## config.mk

```make
export PLATFORM = sky130hd
export DESIGN_NAME = hams_sort_drain
export DESIGN_NICKNAME = d
export VERILOG_FILES = /design/src/rtl/hams_sort_drain.sv
export SDC_FILE = /design/constraint.sdc
export NUM_CORES = 1
export LEC_CHECK = 0
export ABC_AREA = 1
export CAP_MARGIN = 25
export CORE_AREA = 2 2 181 183
export DETAILED_ROUTE_END_ITERATION = 8
export DIE_AREA = 0 0 183 185
export PLACE_DENSITY = 0.62
export SYNTH_ARGS = -nofsm -noshare
export SYNTH_HDL_FRONTEND = slang
export SYNTH_SLANG_ARGS = --single-unit
```

## constraint.sdc

```tcl
create_clock -name clk -period 7.8 [get_ports clk]
set_input_delay 1.56 -clock clk [delete_from_list [all_inputs] [get_ports clk]]
set_output_delay 1.56 -clock clk [all_outputs]
set_load 0.03 [all_outputs]
```

## src/rtl/hams_sort_drain.sv

```systemverilog
// Receive-side drain for the merge-sort stream: skid FIFO toward a valid/ready
// consumer, ordering/count checks, and pause backpressure to the sorter.
package hams_pkg;
   typedef struct packed {
      logic [15:0] key;
      logic [15:0] val;
   } pair;
endpackage

module hams_sort_drain
   import hams_pkg::*;
#(
   parameter int FIFO_DEPTH   = 8,
   parameter int PAUSE_THRESH = FIFO_DEPTH - 2,
   parameter int CNT_WIDTH    = 16
) (
   input  logic                 clk,
   input  logic                 rst,
   input  logic                 start,
   input  logic [CNT_WIDTH-1:0] expected_count,
   input  pair                  sorted_data,
   input  logic                 sorted_data_vld,
   input  logic                 sorter_done,
   output logic                 pause,
   output pair                  out_data,
   output logic                 out_vld,
   input  logic                 out_rdy,
   output logic [CNT_WIDTH-1:0] elem_count,
   output logic                 order_err,
   output logic [CNT_WIDTH-1:0] first_err_idx,
   output logic                 count_err,
   output logic                 overflow,
   output logic                 busy,
   output logic                 done
);

   localparam int PW = $clog2(FIFO_DEPTH);
   localparam int OW = PW + 1;

   typedef enum logic [1:0] {S_IDLE, S_RUN, S_FLUSH, S_DONE} state_t;

   state_t               r_state;
   pair                  r_mem [FIFO_DEPTH];
   logic [PW-1:0]        r_wptr;
   logic [PW-1:0]        r_rptr;
   logic [OW-1:0]        r_occ;
   logic [CNT_WIDTH-1:0] r_exp;
   logic [CNT_WIDTH-1:0] r_elem_cnt;
   logic [CNT_WIDTH-1:0] r_first_err;
   logic [15:0]          r_prev_key;
   logic                 r_have_prev;
   logic                 r_order_err;
   logic                 r_count_err;
   logic                 r_overflow;
   logic                 r_pause;

   logic                 w_start_run;
   logic                 w_accept;
   logic                 w_empty;
   logic                 w_full;
   logic                 w_pop;
   logic                 w_push;
   logic                 w_drop;
   logic [OW-1:0]        w_occ_nxt;

   assign w_start_run = start && (r_state == S_IDLE || r_state == S_DONE);
   assign w_accept    = (r_state == S_RUN) && sorted_data_vld;
   assign w_empty     = (r_occ == '0);
   assign w_full      = (r_occ == OW'(FIFO_DEPTH));
   assign w_pop       = !w_empty && out_rdy;
   // A pop on the same edge frees the slot, so a push at full still lands.
   assign w_push      = w_accept && (!w_full || w_pop);
   assign w_drop      = w_accept && w_full && !w_pop;
   assign w_occ_nxt   = r_occ + OW'(w_push) - OW'(w_pop);

   // FIFO storage and pointers; a new run discards anything left behind.
   always_ff @(posedge clk) begin
      if (w_push)
         r_mem[r_wptr] <= sorted_data;
   end

   always_ff @(posedge clk) begin
      if (rst || w_start_run) begin
         r_wptr <= '0;
         r_rptr <= '0;
         r_occ  <= '0;
      end else begin
         if (w_push)
            r_wptr <= r_wptr + PW'(1);
         if (w_pop)
            r_rptr <= r_rptr + PW'(1);
         r_occ <= w_occ_nxt;
      end
   end

   // Run control, checks and pause.
   always_ff @(posedge clk) begin
      if (rst) begin
         r_state     <= S_IDLE;
         r_exp       <= '0;
         r_elem_cnt  <= '0;
         r_first_err <= '0;
         r_prev_key  <= '0;
         r_have_prev <= 1'b0;
         r_order_err <= 1'b0;
         r_count_err <= 1'b0;
         r_overflow  <= 1'b0;
         r_pause     <= 1'b0;
      end else begin
         case (r_state)
            S_IDLE, S_DONE: begin
               if (start) begin
                  r_state     <= S_RUN;
                  r_exp       <= expected_count;
                  r_elem_cnt  <= '0;
                  r_first_err <= '0;
                  r_prev_key  <= '0;
                  r_have_prev <= 1'b0;
                  r_order_err <= 1'b0;
                  r_count_err <= 1'b0;
                  r_overflow  <= 1'b0;
               end
            end
            S_RUN: begin
               if (sorter_done)
                  r_state <= S_FLUSH;
            end
            S_FLUSH: begin
               if (w_empty) begin
                  r_state     <= S_DONE;
                  r_count_err <= (r_elem_cnt != r_exp);
               end
            end
            default: r_state <= S_IDLE;
         endcase

         if (w_accept) begin
            if (r_elem_cnt != '1)
               r_elem_cnt <= r_elem_cnt + CNT_WIDTH'(1);
            if (r_have_prev && (sorted_data.key < r_prev_key) && !r_order_err) begin
               r_order_err <= 1'b1;
               r_first_err <= r_elem_cnt;
            end
            r_prev_key  <= sorted_data.key;
            r_have_prev <= 1'b1;
            if (w_drop)
               r_overflow <= 1'b1;
         end

         // Pause only while the run continues; start always empties the FIFO.
         r_pause <= (r_state == S_RUN) && !sorter_done &&
                    (w_occ_nxt >= OW'(PAUSE_THRESH));
      end
   end

   assign pause         = r_pause;
   assign out_vld       = !w_empty;
   assign out_data      = w_empty ? '0 : r_mem[r_rptr];
   assign elem_count    = r_elem_cnt;
   assign order_err     = r_order_err;
   assign first_err_idx = r_first_err;
   assign count_err     = r_count_err;
   assign overflow      = r_overflow;
   assign busy          = (r_state == S_RUN) || (r_state == S_FLUSH);
   assign done          = (r_state == S_DONE);

endmodule
```

* Word level (Yosys, flattened, before mapping)
Memory sizes are Yosys's and may differ from the RTL's. A register that Yosys moved wholly into a read port is not among the register bits.
Cells that the tools add are included.
W data, S select, Z words.
** Cells by class
- Add/sub/neg operators :: 5
- Magnitude comparators :: 2
- Equality and inequality tests :: 9
- Multiplexer cells :: 33
- Reduce and logical (&&, ||, !) cells :: 29
** Operators with widths (count)
- $mux W16 :: 11
- $mux W32 :: 1
- $add A16 B1 Y16 const B :: 1
- $lt A16 B16 Y1 :: 1
- $ne A16 B16 Y1 :: 1
- $ne A16 B16 Y1 const B :: 1
- $mux W1 :: 14
- $logic_and A1 B1 Y1 :: 10
- $add A3 B1 Y3 const B :: 2
- $mux W2 :: 3
- $mux W3 :: 2
- $ne A2 B2 Y1 const B :: 3
- $pmux W2 S3 :: 1
- $reduce_and A3 Y1 :: 2
- $reduce_bool A2 Y1 :: 3
- $logic_not A1 Y1 :: 5
- $add A4 B1 Y4 :: 1
- $eq A2 B2 Y1 const B :: 2
- $eq A4 B4 Y1 const B :: 1
- $ge A4 B3 Y1 const B :: 1
- $logic_not A4 Y1 :: 1
- $logic_or A1 B1 Y1 :: 4
- $reduce_and A2 Y1 :: 2
- $sub A4 B1 Y4 :: 1
- other kinds (4) :: 4
** Word-level totals
- Register bits after elaboration :: 81
- Memory bits (writable) :: 256
- Input bits :: 54
- Output and inout bits :: 71
- Memories kept :: 1
** Memories
- r_mem :: words 8, width 32, rd ports 1, clocked after Yosys merged registers in 1, wr ports 1, line 43 : pair r_mem [FIFO_DEPTH];

* Longest topological paths before layout
- Depth in word-level cells :: 9
- Mapped depth :: 16
- Gate-level depth less buffers :: 16

* Worst setup path before layout
OpenSTA, ideal clock, no wires.
- Path type :: input -> register
- From :: input sorted_data_vld
- To :: memory r_mem[0][0] in the netlist's numbering, enable pin
- Library setup time :: 0.421 ns
- Arrival :: 3.584 ns
- Slack :: 3.795 ns
- Cell stages on the path :: 5
- Cell sequence :: nand2_1 clkinv_1 nand2_1 or2_2 nor2_1
** Between the ends
- Longest elaborated chain between the ends :: 4
** Ends and longest elaborated chain
- start: declaration :: line 22 : input logic sorted_data_vld,
- $logic_and A1 B1 Y1 :: line 67 : assign w_accept = (r_state == S_RUN) && sorted_data_vld;
- $logic_and A1 B1 Y1 :: line 72 : assign w_push = w_accept && (!w_full || w_pop);
- $mux W1 :: line 78 : if (w_push)
- $mux W1 (implied by the code) :: line 79 : r_mem[r_wptr] <= sorted_data;
- end: declaration :: line 43
No other way between the ends.

==> qor.yml <==
outcome:
  status: "complete, no violations"
critical_path:
  critPathSlowestCell: "clkdlybuf4s50_1"
  reg2reg_to: "pause$_SDFF_PP0_"
  arrival_ns: 3.61
  slowest_delay_ns: 0.73
  critPathMaxFanout: 65
  path_cells: "buf_4, inv_2, buf_4, o21ai_0, o22ai_1, o21ai_0, a31oi_1, clkdlybuf4s50_1"
  endpoint_kind: "output port"
  crit_required_ns: 6.24
  worstSetupPathType: "reg2out"
  reg2reg_depth: 14
  r2r_slack_ns: 4.31
  startpoint_type: "register"
  r2r-start: "r_state[1]$_SDFFE_PP0P_"
cells_and_area:
  drive_above_1_share_pct: 7.735
  fillers: 2786
  nets: 1490
  multi_input_area_mm2: 0.004255
  area_growth_syn_to_layout_pct: 20.86
  regArea_mm2: 0.009374
  antenna_cells: 0
grt:
  grt_max_degree: 74
  grt_pass1_vias: 9631
  track_usage_pct: 19.31
  antenna_found_initial: 1
  grt_pass1_wl_um: 51500
  grt-ovfl-total: 0
place:
  hpwl_um: 19180
  port_buffers: 124
  gp_congestion: 0.8054
synthesis:
  syn_inst: 1300
  yosys_warnings: 0
  synth_area_leaders: "edfxtp_1 54%, dfxtp_1 12%, nor2_1 7.3%"
  synth_edf_count: 256
  syn-num-nets: 1381
  yosysSeqAreaShare_pct: 66.38
  synth_top_area_share_pct: 54.47
  synth_area_mm2: 0.01411
  synth-main-ff-cell: "edfxtp_1"
  synth_seq_cells: 340
  yosysUniqueCellTypes: 44
  avgSynthCellArea_um2: 10.86
  async_flop_share_pct: 0
  synth_top_area_cell: "edfxtp_1"
timing:
  finalHoldViolations: 0
  grt_setup_unrepaired: "no"
  fmax_ghz: 0.1934
  slew_violations: 0
  fin_setup_tns_ns: 0
  finalCritPeriodShare_pct: 66.30
  tightest_slew_ns: 0.9737
  fin_skew_ns: 0.01086
  period_needed_ns: 5.171
  setup_viol: 0
  maxSlewHeadroom_pct: 34.69
clock_tree:
  cts_tree: "yes"
  clkLatencyLatePin_ns: 0.52
  clock_sinks: 340
  cts_max_level: 2
  cts_setup_buffers: 0
  cts_buffers: 37
  cts-root-buf: "clkbuf_16"
  clock_path_buffers: 3
  path_clk_slew_ns: 0.06
  cts-resized-gates: 0
  ctsHoldBuffers: 0
drt:
  wl_met2_um: 15740
  wl_met1_um: 14130
  dr.max_layer_used: "met4"
  wl_per_cell_um: 17.64
  antenna_left: 0
  wl_met3_um: 1931
  vias: 9823
  vias_per_cell: 5.330
  totalWireLength_um: 32510
  drt-pass1-iter-count: 5
  drtIter0Drc: 710
  drc_errors: 0
hold_path:
  worstHoldEndpoint: "r_exp[12]$_SDFFE_PP0P_"
  hold_class: "reg2reg"
  hold_depth: 2
  worstHoldStart: "r_exp[12]$_SDFFE_PP0P_"
die:
  start_util_pct: 44.05
  die_area_mm2: 0.03386
  io_pins: 125
  core_area_mm2: 0.03204
  chipWidth_um: 183
  rows: 66
  die_y_um: 185
power:
  power_uw: 5542
  ir_drop_mv: 0.1583
  total_leakage_power_uw: 0.005889
  powerDensity_mw_per_mm2: 324.9
run:
  cap_violations: 0
[final cells by class]
cell class	instances	area share (%)
multi-input combinational	822	24.95
clock buffer	44	5.765
timing repair buffer	141	8.377
sequential	340	54.95
tap	408	2.993
inverter	67	1.496
clock inverter	21	1.467
[worst max-delay path, delay by kind of cell (launching register included)]
family | cells | cell delay [ns]
AOI/OAI and AO/OA | 4 | 0.71
buffers and inverters | 4 | 1.98
DFF | 1 | 0.31
[state kept, by name (all words and copies together) (netlist names), 3 cells and up, named ones only]
signal	flops
r_mem	256
elem_count	16
first_err_idx	16
r_exp	16
r_prev_key	16
r_occ	4
r_rptr	3
r_wptr	3
[metrics by stage]
step	util, %	instances	area [µm²]	hold slack (ns)	worst slack (ns)
final	53.24	1843	17060	0.4702	2.629
after global routing	53.24	1843	17060	0.4988	2.363
after CTS	53.24	1843	17060	0.4697	2.605
after global placement	49.13	1775	15740	0.4510	3.079
after detailed placement	49.39	1778	15820	0.4625	2.976
after floorplan	-	1300	14110	0.4435	3.795
[synthesized netlist by cell type (3+ instances only)]
cell / count
a21boi_0: 8
xor2_1: 4
nand3_1: 36
ha_1: 26
buf_1: 10
nand3_2: 4
buf_2: 14
nor2_1: 275
o22ai_1: 33
or2_2: 3
clkinv_1: 5
a21oi_1: 26
dfxtp_1: 84
a21oi_2: 3
nand2_1: 109
nand4_1: 3
inv_1: 60
edfxtp_1: 256
nor2_2: 4
o21ai_1: 5
nor3_1: 10
o31ai_1: 15
a31oi_1: 32
clkbuf_1: 46
o21ai_0: 191
nand2_2: 4
xnor2_1: 12
[worst max path at each step]
stage | to
floorplan | r_mem[0][0]$_DFFE_PP_
global placement | pause$_SDFF_PP0_
detailed placement | pause$_SDFF_PP0_
CTS | out_data[1]
global route | out_data[1]
finish | out_data[1]
[report_power, final]
part	switching (µW)	internal, µW
Clock	699	1070
Sequential	80.3	2060
Combinational	1060	569
[cells by family (layout without fill, tap and decap cells)]
group	count (synthesis)	in the layout	synth area share, %
buf+inv	138	273	3.892
xor+xnor	16	16	0.9929
flops	340	340	66.38
fa+ha+maj	27	27	2.447
compound gates	320	320	12.58
simple gates	459	459	13.71
[layer usage]
metal / vias to the layer above / GRT usage, %
met2: 260 / 33.17
met5: - / 0
met4: 0 / 5.312
met3: 65 / 4.070
li1: 4790 / -
met1: 4708 / 24.89
[cells in the final DEF (no fill, tap or decap), types with 4 or more instances in the layout]
master / n
nor2_1: 267
inv_1: 59
o31ai_1: 15
nand3_2: 4
nor3_1: 10
a21boi_0: 8
dfxtp_1: 82
o21ai_0: 191
edfxtp_1: 256
a21oi_1: 26
nand3_1: 36
nor2_4: 9
ha_1: 26
clkdlybuf4s50_1: 124
nand2_2: 4
nor2_2: 4
a31oi_1: 32
clkbuf_16: 38
xor2_1: 4
buf_4: 14
clkinv_2: 7
bufinv_16: 5
o21ai_1: 5
nand2_1: 109
clkbuf_1: 5
clkinv_1: 10
xnor2_1: 12
o22ai_1: 33
Note: power is estimated with default switching activity, not from simulation.
